File: src/rtl/mem_port_arbiter_if.sv
// mem_port_arbiter_if: fetch, data and memory-port signals of the arbiter.
// slave = arbiter side, master = requester/memory side.
interface mem_port_arbiter_if #(
  parameter int REG_WIDTH = 16
);
  logic                 i_1_if_req;
  logic [REG_WIDTH-1:0] i_R_if_addr;
  logic                 o_1_if_gnt;
  logic [REG_WIDTH-1:0] or_R_if_rdata;
  logic                 or_1_if_valid;
  logic                 i_1_dm_req;
  logic                 i_1_dm_wr_en;
  logic [REG_WIDTH-1:0] i_R_dm_addr;
  logic [REG_WIDTH-1:0] i_R_dm_wdata;
  logic                 o_1_dm_gnt;
  logic [REG_WIDTH-1:0] or_R_dm_rdata;
  logic                 or_1_dm_valid;
  logic                 or_1_mem_en;
  logic                 or_1_mem_wr_en;
  logic [REG_WIDTH-1:0] or_R_mem_addr;
  logic [REG_WIDTH-1:0] or_R_mem_wdata;
  logic [REG_WIDTH-1:0] i_R_mem_rdata;
  logic                 o_1_busy;

  modport slave (
    input  i_1_if_req, i_R_if_addr,
    output o_1_if_gnt, or_R_if_rdata, or_1_if_valid,
    input  i_1_dm_req, i_1_dm_wr_en, i_R_dm_addr, i_R_dm_wdata,
    output o_1_dm_gnt, or_R_dm_rdata, or_1_dm_valid,
    output or_1_mem_en, or_1_mem_wr_en, or_R_mem_addr, or_R_mem_wdata,
    input  i_R_mem_rdata,
    output o_1_busy
  );

  modport master (
    output i_1_if_req, i_R_if_addr,
    input  o_1_if_gnt, or_R_if_rdata, or_1_if_valid,
    output i_1_dm_req, i_1_dm_wr_en, i_R_dm_addr, i_R_dm_wdata,
    input  o_1_dm_gnt, or_R_dm_rdata, or_1_dm_valid,
    input  or_1_mem_en, or_1_mem_wr_en, or_R_mem_addr, or_R_mem_wdata,
    output i_R_mem_rdata,
    input  o_1_busy
  );
endinterface

File: src/rtl/mem_port_arbiter.sv
// mem_port_arbiter: one memory port shared by fetch and data access, DM first.
// Define MEM_PORT_ARB_STARVE_GUARD_EN to force an IF grant after STARVE_MAX DM wins.
module mem_port_arbiter #(
  parameter int REG_WIDTH  = 16,
  parameter int MEM_LAT    = 2,
  parameter int STARVE_MAX = 4
) (
  input logic               clk,
  input logic               rst_n,
  mem_port_arbiter_if.slave bus
);
  localparam int CW = $clog2(MEM_LAT + 1) + 1;

  if (MEM_LAT < 1 || STARVE_MAX < 1) begin : g_param_chk
    $error("mem_port_arbiter: MEM_LAT and STARVE_MAX must be >= 1");
  end

  typedef enum logic [1:0] {
    IDLE,
    ISSUE,
    WAIT
  } state_e;

  state_e               state_q, state_d;
  logic [CW-1:0]        cnt_q, cnt_d;
  logic                 own_dm_q, own_dm_d;
  logic                 acc_wr_q, acc_wr_d;
  logic                 en_q, en_d;
  logic                 wr_q, wr_d;
  logic [REG_WIDTH-1:0] addr_q, addr_d;
  logic [REG_WIDTH-1:0] wdata_q, wdata_d;
  logic [REG_WIDTH-1:0] if_rdata_q, if_rdata_d;
  logic [REG_WIDTH-1:0] dm_rdata_q, dm_rdata_d;
  logic                 if_valid_q, if_valid_d;
  logic                 dm_valid_q, dm_valid_d;

  logic idle_ok;
  logic force_if;
  logic dm_gnt;
  logic if_gnt;

  // Grants are gated by reset so nothing is accepted while held in reset.
  assign idle_ok = (state_q == IDLE) && rst_n;
  assign dm_gnt  = idle_ok && bus.i_1_dm_req
                && !(force_if && bus.i_1_if_req);
  assign if_gnt  = idle_ok && bus.i_1_if_req
                && (!bus.i_1_dm_req || force_if);

`ifdef MEM_PORT_ARB_STARVE_GUARD_EN
  localparam int SW = $clog2(STARVE_MAX + 1);

  logic [SW-1:0] starve_q, starve_d;

  assign force_if = (starve_q >= SW'(STARVE_MAX));

  always_comb begin
    starve_d = starve_q;
    if (if_gnt) begin
      starve_d = '0;
    end else if (dm_gnt) begin
      starve_d = bus.i_1_if_req ? starve_q + 1'b1 : '0;
    end
  end

  always_ff @(posedge clk or negedge rst_n) begin
    if (!rst_n) begin
      starve_q <= '0;
    end else begin
      starve_q <= starve_d;
    end
  end
`else
  assign force_if = 1'b0;
`endif

  always_comb begin
    state_d    = state_q;
    cnt_d      = cnt_q;
    own_dm_d   = own_dm_q;
    acc_wr_d   = acc_wr_q;
    en_d       = 1'b0;
    wr_d       = 1'b0;
    addr_d     = addr_q;
    wdata_d    = wdata_q;
    if_rdata_d = if_rdata_q;
    dm_rdata_d = dm_rdata_q;
    if_valid_d = 1'b0;
    dm_valid_d = 1'b0;
    unique case (state_q)
      IDLE: begin
        if (dm_gnt || if_gnt) begin
          state_d  = ISSUE;
          own_dm_d = dm_gnt;
          acc_wr_d = dm_gnt && bus.i_1_dm_wr_en;
          en_d     = 1'b1;
          wr_d     = dm_gnt && bus.i_1_dm_wr_en;
          addr_d   = dm_gnt ? bus.i_R_dm_addr : bus.i_R_if_addr;
          if (dm_gnt) begin
            wdata_d = bus.i_R_dm_wdata;
          end
        end
      end
      ISSUE: begin
        state_d = WAIT;
        cnt_d   = CW'(1);
      end
      WAIT: begin
        if (cnt_q == CW'(MEM_LAT)) begin
          state_d = IDLE;
          cnt_d   = '0;
          if (own_dm_q) begin
            dm_valid_d = 1'b1;
            if (!acc_wr_q) begin
              dm_rdata_d = bus.i_R_mem_rdata;
            end
          end else begin
            if_valid_d = 1'b1;
            if_rdata_d = bus.i_R_mem_rdata;
          end
        end else begin
          cnt_d = cnt_q + 1'b1;
        end
      end
      default: begin
        state_d = IDLE;
      end
    endcase
  end

  always_ff @(posedge clk or negedge rst_n) begin
    if (!rst_n) begin
      state_q    <= IDLE;
      cnt_q      <= '0;
      own_dm_q   <= 1'b0;
      acc_wr_q   <= 1'b0;
      en_q       <= 1'b0;
      wr_q       <= 1'b0;
      addr_q     <= '0;
      wdata_q    <= '0;
      if_rdata_q <= '0;
      dm_rdata_q <= '0;
      if_valid_q <= 1'b0;
      dm_valid_q <= 1'b0;
    end else begin
      state_q    <= state_d;
      cnt_q      <= cnt_d;
      own_dm_q   <= own_dm_d;
      acc_wr_q   <= acc_wr_d;
      en_q       <= en_d;
      wr_q       <= wr_d;
      addr_q     <= addr_d;
      wdata_q    <= wdata_d;
      if_rdata_q <= if_rdata_d;
      dm_rdata_q <= dm_rdata_d;
      if_valid_q <= if_valid_d;
      dm_valid_q <= dm_valid_d;
    end
  end

  assign bus.o_1_if_gnt     = if_gnt;
  assign bus.o_1_dm_gnt     = dm_gnt;
  assign bus.or_R_if_rdata  = if_rdata_q;
  assign bus.or_1_if_valid  = if_valid_q;
  assign bus.or_R_dm_rdata  = dm_rdata_q;
  assign bus.or_1_dm_valid  = dm_valid_q;
  assign bus.or_1_mem_en    = en_q;
  assign bus.or_1_mem_wr_en = wr_q;
  assign bus.or_R_mem_addr  = addr_q;
  assign bus.or_R_mem_wdata = wdata_q;
  assign bus.o_1_busy       = (state_q != IDLE);
endmodule
File: src/flat_wrapper.sv
// flat-port wrapper written by rule: the top's interface ports become plain ports
module mem_port_arbiter_flat 
#(
  parameter int REG_WIDTH  = 16,
  parameter int MEM_LAT    = 2,
  parameter int STARVE_MAX = 4
)
  (clk, rst_n, bus_i_1_if_req, bus_i_R_if_addr, bus_o_1_if_gnt, bus_or_R_if_rdata, bus_or_1_if_valid, bus_i_1_dm_req, bus_i_1_dm_wr_en, bus_i_R_dm_addr, bus_i_R_dm_wdata, bus_o_1_dm_gnt, bus_or_R_dm_rdata, bus_or_1_dm_valid, bus_or_1_mem_en, bus_or_1_mem_wr_en, bus_or_R_mem_addr, bus_or_R_mem_wdata, bus_i_R_mem_rdata, bus_o_1_busy);
  mem_port_arbiter_if #(.REG_WIDTH(REG_WIDTH)) bus_i ();
  input logic clk;
  input logic rst_n;
  input wire logic [$bits(bus_i.i_1_if_req)-1:0] bus_i_1_if_req;
  input wire logic [$bits(bus_i.i_R_if_addr)-1:0] bus_i_R_if_addr;
  output wire logic [$bits(bus_i.o_1_if_gnt)-1:0] bus_o_1_if_gnt;
  output wire logic [$bits(bus_i.or_R_if_rdata)-1:0] bus_or_R_if_rdata;
  output wire logic [$bits(bus_i.or_1_if_valid)-1:0] bus_or_1_if_valid;
  input wire logic [$bits(bus_i.i_1_dm_req)-1:0] bus_i_1_dm_req;
  input wire logic [$bits(bus_i.i_1_dm_wr_en)-1:0] bus_i_1_dm_wr_en;
  input wire logic [$bits(bus_i.i_R_dm_addr)-1:0] bus_i_R_dm_addr;
  input wire logic [$bits(bus_i.i_R_dm_wdata)-1:0] bus_i_R_dm_wdata;
  output wire logic [$bits(bus_i.o_1_dm_gnt)-1:0] bus_o_1_dm_gnt;
  output wire logic [$bits(bus_i.or_R_dm_rdata)-1:0] bus_or_R_dm_rdata;
  output wire logic [$bits(bus_i.or_1_dm_valid)-1:0] bus_or_1_dm_valid;
  output wire logic [$bits(bus_i.or_1_mem_en)-1:0] bus_or_1_mem_en;
  output wire logic [$bits(bus_i.or_1_mem_wr_en)-1:0] bus_or_1_mem_wr_en;
  output wire logic [$bits(bus_i.or_R_mem_addr)-1:0] bus_or_R_mem_addr;
  output wire logic [$bits(bus_i.or_R_mem_wdata)-1:0] bus_or_R_mem_wdata;
  input wire logic [$bits(bus_i.i_R_mem_rdata)-1:0] bus_i_R_mem_rdata;
  output wire logic [$bits(bus_i.o_1_busy)-1:0] bus_o_1_busy;
  assign bus_i.i_1_if_req = bus_i_1_if_req;
  assign bus_i.i_R_if_addr = bus_i_R_if_addr;
  assign bus_o_1_if_gnt = bus_i.o_1_if_gnt;
  assign bus_or_R_if_rdata = bus_i.or_R_if_rdata;
  assign bus_or_1_if_valid = bus_i.or_1_if_valid;
  assign bus_i.i_1_dm_req = bus_i_1_dm_req;
  assign bus_i.i_1_dm_wr_en = bus_i_1_dm_wr_en;
  assign bus_i.i_R_dm_addr = bus_i_R_dm_addr;
  assign bus_i.i_R_dm_wdata = bus_i_R_dm_wdata;
  assign bus_o_1_dm_gnt = bus_i.o_1_dm_gnt;
  assign bus_or_R_dm_rdata = bus_i.or_R_dm_rdata;
  assign bus_or_1_dm_valid = bus_i.or_1_dm_valid;
  assign bus_or_1_mem_en = bus_i.or_1_mem_en;
  assign bus_or_1_mem_wr_en = bus_i.or_1_mem_wr_en;
  assign bus_or_R_mem_addr = bus_i.or_R_mem_addr;
  assign bus_or_R_mem_wdata = bus_i.or_R_mem_wdata;
  assign bus_i.i_R_mem_rdata = bus_i_R_mem_rdata;
  assign bus_o_1_busy = bus_i.o_1_busy;
  mem_port_arbiter #(.REG_WIDTH(REG_WIDTH), .MEM_LAT(MEM_LAT), .STARVE_MAX(STARVE_MAX)) u_core (.clk(clk), .rst_n(rst_n), .bus(bus_i));
endmodule
File: config.mk
export PLATFORM = sky130hd
export DESIGN_NAME = mem_port_arbiter_flat
export DESIGN_NICKNAME = d
export VERILOG_FILES = /design/src/rtl/mem_port_arbiter_if.sv /design/src/rtl/mem_port_arbiter.sv /design/src/flat_wrapper.sv
export SDC_FILE = /design/constraint.sdc
export NUM_CORES = 1
export LEC_CHECK = 0
export BUFFER_PORTS_ARGS = -buffer_cell sky130_fd_sc_hd__buf_4
export CAP_MARGIN = 40
export CORE_MARGIN = 5
export CORE_UTILIZATION = 50
export DETAILED_ROUTE_END_ITERATION = 7
export PLACE_DENSITY = 0.83
export SLEW_MARGIN = 20
export SYNTH_ARGS = -nofsm -noshare
export SYNTH_HDL_FRONTEND = slang
export SYNTH_SLANG_ARGS = --single-unit
File: constraint.sdc
create_clock -name clk -period 4.9 [get_ports clk]
set_clock_uncertainty 0.15 [all_clocks]
set_input_delay 0.98 -clock clk [delete_from_list [all_inputs] [get_ports clk]]
set_output_delay 0.98 -clock clk [all_outputs]
set_load 0.01 [all_outputs]
==> results.cfg, run 1 <==
[yosys]
synth.avg_cell_area_um2 = 12.2
synth-seq-cells = 75
syn_inst = 253
syn_area_mm2 = 0.00310
synth_seq_area_share = 0.606
synth.distinct_cells = 28
yosysWarnings = 0
synthesis.nets = 326

[worst_setup_path]
required_ns = 4.95
r2r_setup_slack_ns = 2.59
cp-end-kind = flop
worstPathArrival_ns = 2.74
critPathKind = primary input to flop
worstSetupStartpointType = primary input
rr_startpoint = u_core.state_q[0]
reg2reg_depth = 5
cp_max_fo = 18
worstReg2RegEnd = u_core.bus.or_R_mem_addr[15]

[finish]
fill_cells = 416
final_cell_mix = buf_4, dfrtp_1, nand2_1
instances_no_fill = 476
drive_above_1_share = 0.489
antenna_cells = 0
fin_nets = 469
area_growth_pct = 42.1
mostFrequentLayoutCell = buf_4
design_area_mm2 = 0.00440

[sta]
setup_tns_ns = 0
drv_slew = 0
slew_headroom = 0.444
worst_pin_slew_ns = 0.831
min_period_ns = 2.69
finalSetupViolations = 0
clock.fmax_mhz = 372
rsz0062_at_grt = false
finalHoldViolations = 0
period_share = 0.549

[cts]
clock_path_buffers = 2
cts_tree = done
clk_latency_ns = 0.33
cts-resized-gates = 0
cts_sinks = 75
clk_pin_slew_ns = 0.07
holdBufCountCts = 0
htreeDepth = 3
clock-root-buffer = clkbuf_8
cts_setup_buffers = 0
cts_buffers = 9

[flow_run]
maxCapViolCount = 0

[placement]
portBuffers = 139
dp_cells = 460
dpl_cell_area_mm2 = 0.00421
gp_congestion = 0.788
hpwl_um = 5770

[grt]
gr-total-overflow = 0
gr-usage-all-layers = 0.209
grt_max_degree = 60
antenna_found_initial = 0
grt_pass1_wl_um = 12600
grt_pass1_vias = 2590

[routing]
firstDrtPassIters = 4
ant_nets = 0
post_drt_wl_per_cell_um = 16.3
viasPerCell = 5.11
drtIter0Drc = 63
drc = 0
totalWireLength_um = 7740
vias = 2433

[floorplanning]
start_util = 0.520
num_rows = 28
die_x_um = 88.7
die_h_um = 88.7
die-area_mm2 = 0.00786
coreArea_mm2 = 0.00596
ios = 140

[hold_path]
hold-path-endpoint = u_core.bus.or_R_mem_wdata[7]
hold_path_startpoint = u_core.bus.or_R_mem_wdata[7]
hold_depth = 2
min_path_type = flop to flop

[power]
p_switching_uw = 751
combPwrFrac = 0.386
swShare = 0.324
powerDensity_mw_per_mm2 = 528
sequentialPowerShare = 0.423
internal_power_uw = 1570
p_leak_uw = 0.00233
peakVddDrop_mv = 0.324
clkPwrFrac = 0.191

[outcome]
outcome = complete, no violations
layer usage:
| metal | routed length, µm | part of all wire | global-route usage | vias up |
|---|---|---|---|---|
| met5 | 0 | 0 | 0 | - |
| met4 | 77 | 0.0099 | 0.0659 | 0 |
| met3 | 850 | 0.11 | 0.0605 | 6 |
| met2 | 3450 | 0.45 | 0.318 | 119 |
| met1 | 3370 | 0.43 | 0.291 | 1159 |
| li1 | - | - | - | 1149 |
how the worst max path moves through the flow:
stage,start,slack (ns),endpoint,depth (start not counted)
final,bus_i_1_dm_req,2.21,u_core.bus.or_R_mem_addr[15],4
after global routing,bus_i_1_dm_req,2.08,u_core.bus.or_R_mem_addr[15],4
after CTS,u_core.state_q[0],2.24,bus_o_1_if_gnt,4
after detailed placement,bus_i_1_dm_req,1.92,u_core.bus.or_R_mem_addr[15],4
after global placement,rst_n,1.89,u_core.state_q[1],5
after floorplan,rst_n,2.17,bus_o_1_dm_gnt,3
area by class of cell:
cell class | count | area (µm²) | area share
Clock buffer | 15 | 186 | 0.0424
Clock inverter | 1 | 5.00 | 0.00114
Inverter | 7 | 26.3 | 0.00597
Multi-Input combinational cell | 160 | 1120 | 0.254
Sequential cell | 75 | 1880 | 0.427
Tap cell | 75 | 93.8 | 0.0213
Timing Repair Buffer | 143 | 1090 | 0.249
cell usage after synthesis (all sizes together):
cell / instances / share of area
dfrtp: 75 / 0.61
nand2: 67 / 0.081
mux2: 34 / 0.13
a21oi: 17 / 0.027
a2bb2oi: 16 / 0.045
buf: 6 / 0.019
clkbuf: 5 / 0.0061
inv: 5 / 0.0061
ha: 4 / 0.016
o21ai: 4 / 0.0065
and2: 3 / 0.0069
nand3: 3 / 0.0048
a21o: 2 / 0.0048
clkinv: 2 / 0.0024
a21boi: 1 / 0.0024
a22oi: 1 / 0.0024
and3: 1 / 0.0020
and4b: 1 / 0.0032
and4bb: 1 / 0.0053
nand3b: 1 / 0.0065
nor2: 1 / 0.0012
o211ai: 1 / 0.0040
o22a: 1 / 0.0028
or3b: 1 / 0.0028
power by group through the flow:
stage	sequential (µW)	combinational [µW]	clock [µW]
detailed placement	985	908	0
floorplan	1050	354	0
global route	1010	982	486
global placement	982	875	0
CTS	981	911	453
finish	981	896	444
critical path, cell delays in order:
cell and delay, ns:
buf_4 0.13, o211ai_2 0.67, clkinv_1 0.67, a2bb2oi_1 0.29
state kept, by name, indices dropped and copies added, names as in the netlist, 2 cells and up:
| name | count |
|---|---|
| u_core.state_q | 2 |
| u_core.bus.or_R_mem_addr | 16 |
| u_core.bus.or_R_dm_rdata | 16 |
| u_core.cnt_q | 3 |
| u_core.bus.or_R_mem_wdata | 16 |
| u_core.bus.or_R_if_rdata | 16 |
stage by stage:
stage | hold slack, ns | power (µW) | worst slack (ns) | utilization
after global placement | 0.311 | 1860 | 1.89 | 0.702
after detailed placement | 0.316 | 1890 | 1.92 | 0.706
final | 0.332 | 2320 | 2.21 | 0.738
after global routing | 0.358 | 2480 | 2.08 | 0.738
after CTS | 0.337 | 2340 | 2.24 | 0.738
after floorplan | 0.300 | 1410 | 2.17 | -
cell families (layout without fill, tap and decap cells):
family	Yosys count	count (layout)	synth area share
flops	75	75	0.606
simple gates	79	79	0.114
buf+inv	18	166	0.0331
compound gates	43	43	0.0958
fa+ha+maj	4	4	0.0162
mux	34	34	0.135
Note: power is estimated with default switching activity, not from simulation.
==> run 2, diff against run 1 <==
CORE_UTILIZATION = 47   (was 50)
PLACE_DENSITY = 0.79   (was 0.83)
clock period = 2.7 ns   (was 4.9 ns; I/O delays follow)
==> run 2 against run 1 <==
Via count up 1.0%. Hold slack worse by 0.091 ns. Flip-flop and latch count unchanged. Setup slack worse by 1.9 ns. Die area up 5.7%. Critical path type is now primary input to output pin. Register-to-register slack worse by 1.9 ns. Non-clock buffer count up 2. Critical path depth unchanged. Final area up 0.54%.
==> results.cfg, run 2 (synthesis gave the netlist of run 1 again) <==
[outcome]
outcome = complete, no violations

[floorplanning]
start_util = 0.485
die_x_um = 91.2
num_rows = 29
ios = 140
die_h_um = 91.2
die-area_mm2 = 0.00831
coreArea_mm2 = 0.00639

[sta]
slew_headroom = 0.667
clock.fmax_mhz = 427
finalSetupViolations = 0
drv_slew = 0
min_period_ns = 2.34
hold_ws_ns = 0.241
worst_pin_slew_ns = 0.496
rsz0062_at_grt = false
finalHoldViolations = 0
setup_tns_ns = 0
period_share = 0.867

[power]
sequentialPowerShare = 0.418
p_switching_uw = 1360
combPwrFrac = 0.383
p_total_uw = 4230
internal_power_uw = 2870
p_leak_uw = 0.00233
powerDensity_mw_per_mm2 = 957
peakVddDrop_mv = 0.536
swShare = 0.322
clkPwrFrac = 0.199

[worst_setup_path]
cp_common_cell = buf_4
cp_max_fo = 11
cp_top_family = buffers and inverters
critPathKind = primary input to output pin
cp_num_cells = 4
path_cells = dlygate4sd3_1 > buf_4 > and4b_1 > buf_4
path_buf_inv = 3
worstPathArrival_ns = 1.65
slowest_delay_ns = 0.55
cp-end-kind = output pin
reg2reg_depth = 5
required_ns = 2.01
worstSetupStartpointType = primary input
slowest_stage = dlygate4sd3_1

[finish]
instances_no_fill = 480
drive_above_1_share = 0.489
antenna_cells = 0
area_growth_pct = 42.8
fill_cells = 475
fin_nets = 471
mostFrequentLayoutCell = buf_4
final_cell_mix = buf_4, dfrtp_1, nand2_1

[routing]
viasPerCell = 5.12
firstDrtPassIters = 4
vias = 2458
drc = 0
post_drt_wl_per_cell_um = 15.8
ant_nets = 0
totalWireLength_um = 7600
drtIter0Drc = 73

[flow_run]
maxCapViolCount = 0

[grt]
grt_max_degree = 70
antenna_found_initial = 0
grt_pass1_vias = 2527
grt_pass1_wl_um = 12300
gr-total-overflow = 0
gr-usage-all-layers = 0.182

[placement]
hpwl_um = 5600
portBuffers = 139
dp_cells = 462
gp_congestion = 0.771

[cts]
holdBufCountCts = 1
cts_buffers = 9
clock-root-buffer = clkbuf_8
cts-resized-gates = 0
clk_latency_ns = 0.33
cts_sinks = 75
htreeDepth = 3
cts_setup_buffers = 0
clk_pin_slew_ns = 0.08
cts_tree = done
clock_path_buffers = 2

[hold_path]
min_path_type = primary input to flop
hold_depth = 3
run 2: cell count changes in the layout (fill, tap and decap cells not counted), sizes merged:
cell,previous run,this run
dlygate4sd3,0,1
buf,143,144
bufinv,0,1
clkbuf,15,12
clkinvlp,0,2
run 2: layer usage:
metal,vias up,global-route usage,wire length (µm)
met5,-,0,0
met4,0,0.0587,74
met3,7,0.0636,734
met2,113,0.281,3440
met1,1188,0.240,3350
li1,1150,-,-
run 2: area by class of cell:
class	instances	area [µm²]	share of cell area
Multi-Input combinational cell	160	1120	0.252
Timing Repair Buffer	145	1110	0.251
Tap cell	77	96.3	0.0218
Clock inverter	4	50.0	0.0113
Clock buffer	12	145	0.0328
Inverter	7	26.3	0.00594
Sequential cell	75	1880	0.424
run 2: worst paths after layout:
path                                                    from                      endpoint  slack (ns)
worst max-delay path                                   rst_n                bus_o_1_if_gnt        0.36
worst min-delay path                     bus_i_R_dm_wdata[0]  u_core.bus.or_R_mem_wdata[0]        0.24
worst max register to register             u_core.state_q[0]   u_core.bus.or_R_if_rdata[3]        0.65
worst min register to register  u_core.bus.or_R_mem_wdata[6]  u_core.bus.or_R_mem_wdata[6]        0.33
max in group asynchronous                              rst_n        u_core.bus.or_1_mem_en        1.20
min in group asynchronous                              rst_n             u_core.state_q[1]        0.46
run 2: stage by stage:
| stage | cell area [µm²] | setup slack, ns | util |
|---|---|---|---|
| after floorplan | 3100 | 0.682 | - |
| after global placement | 4190 | 0.709 | 0.656 |
| after detailed placement | 4190 | 0.648 | 0.656 |
| after CTS | 4390 | 0.353 | 0.688 |
| after global routing | 4420 | 0.282 | 0.692 |
| final | 4420 | 0.359 | 0.692 |
run 2: worst min-delay path: stages:
cell	delay, ns
buf_4	0.07
nand2_1	0.03
nand2_1	0.04
run 2: power groups by stage:
stage	registers, µW	clock network (µW)	logic (µW)
after floorplan	1910	0	642
after global placement	1770	0	1600
after detailed placement	1780	0	1650
after CTS	1770	864	1650
after global routing	1830	908	1780
final	1770	843	1620
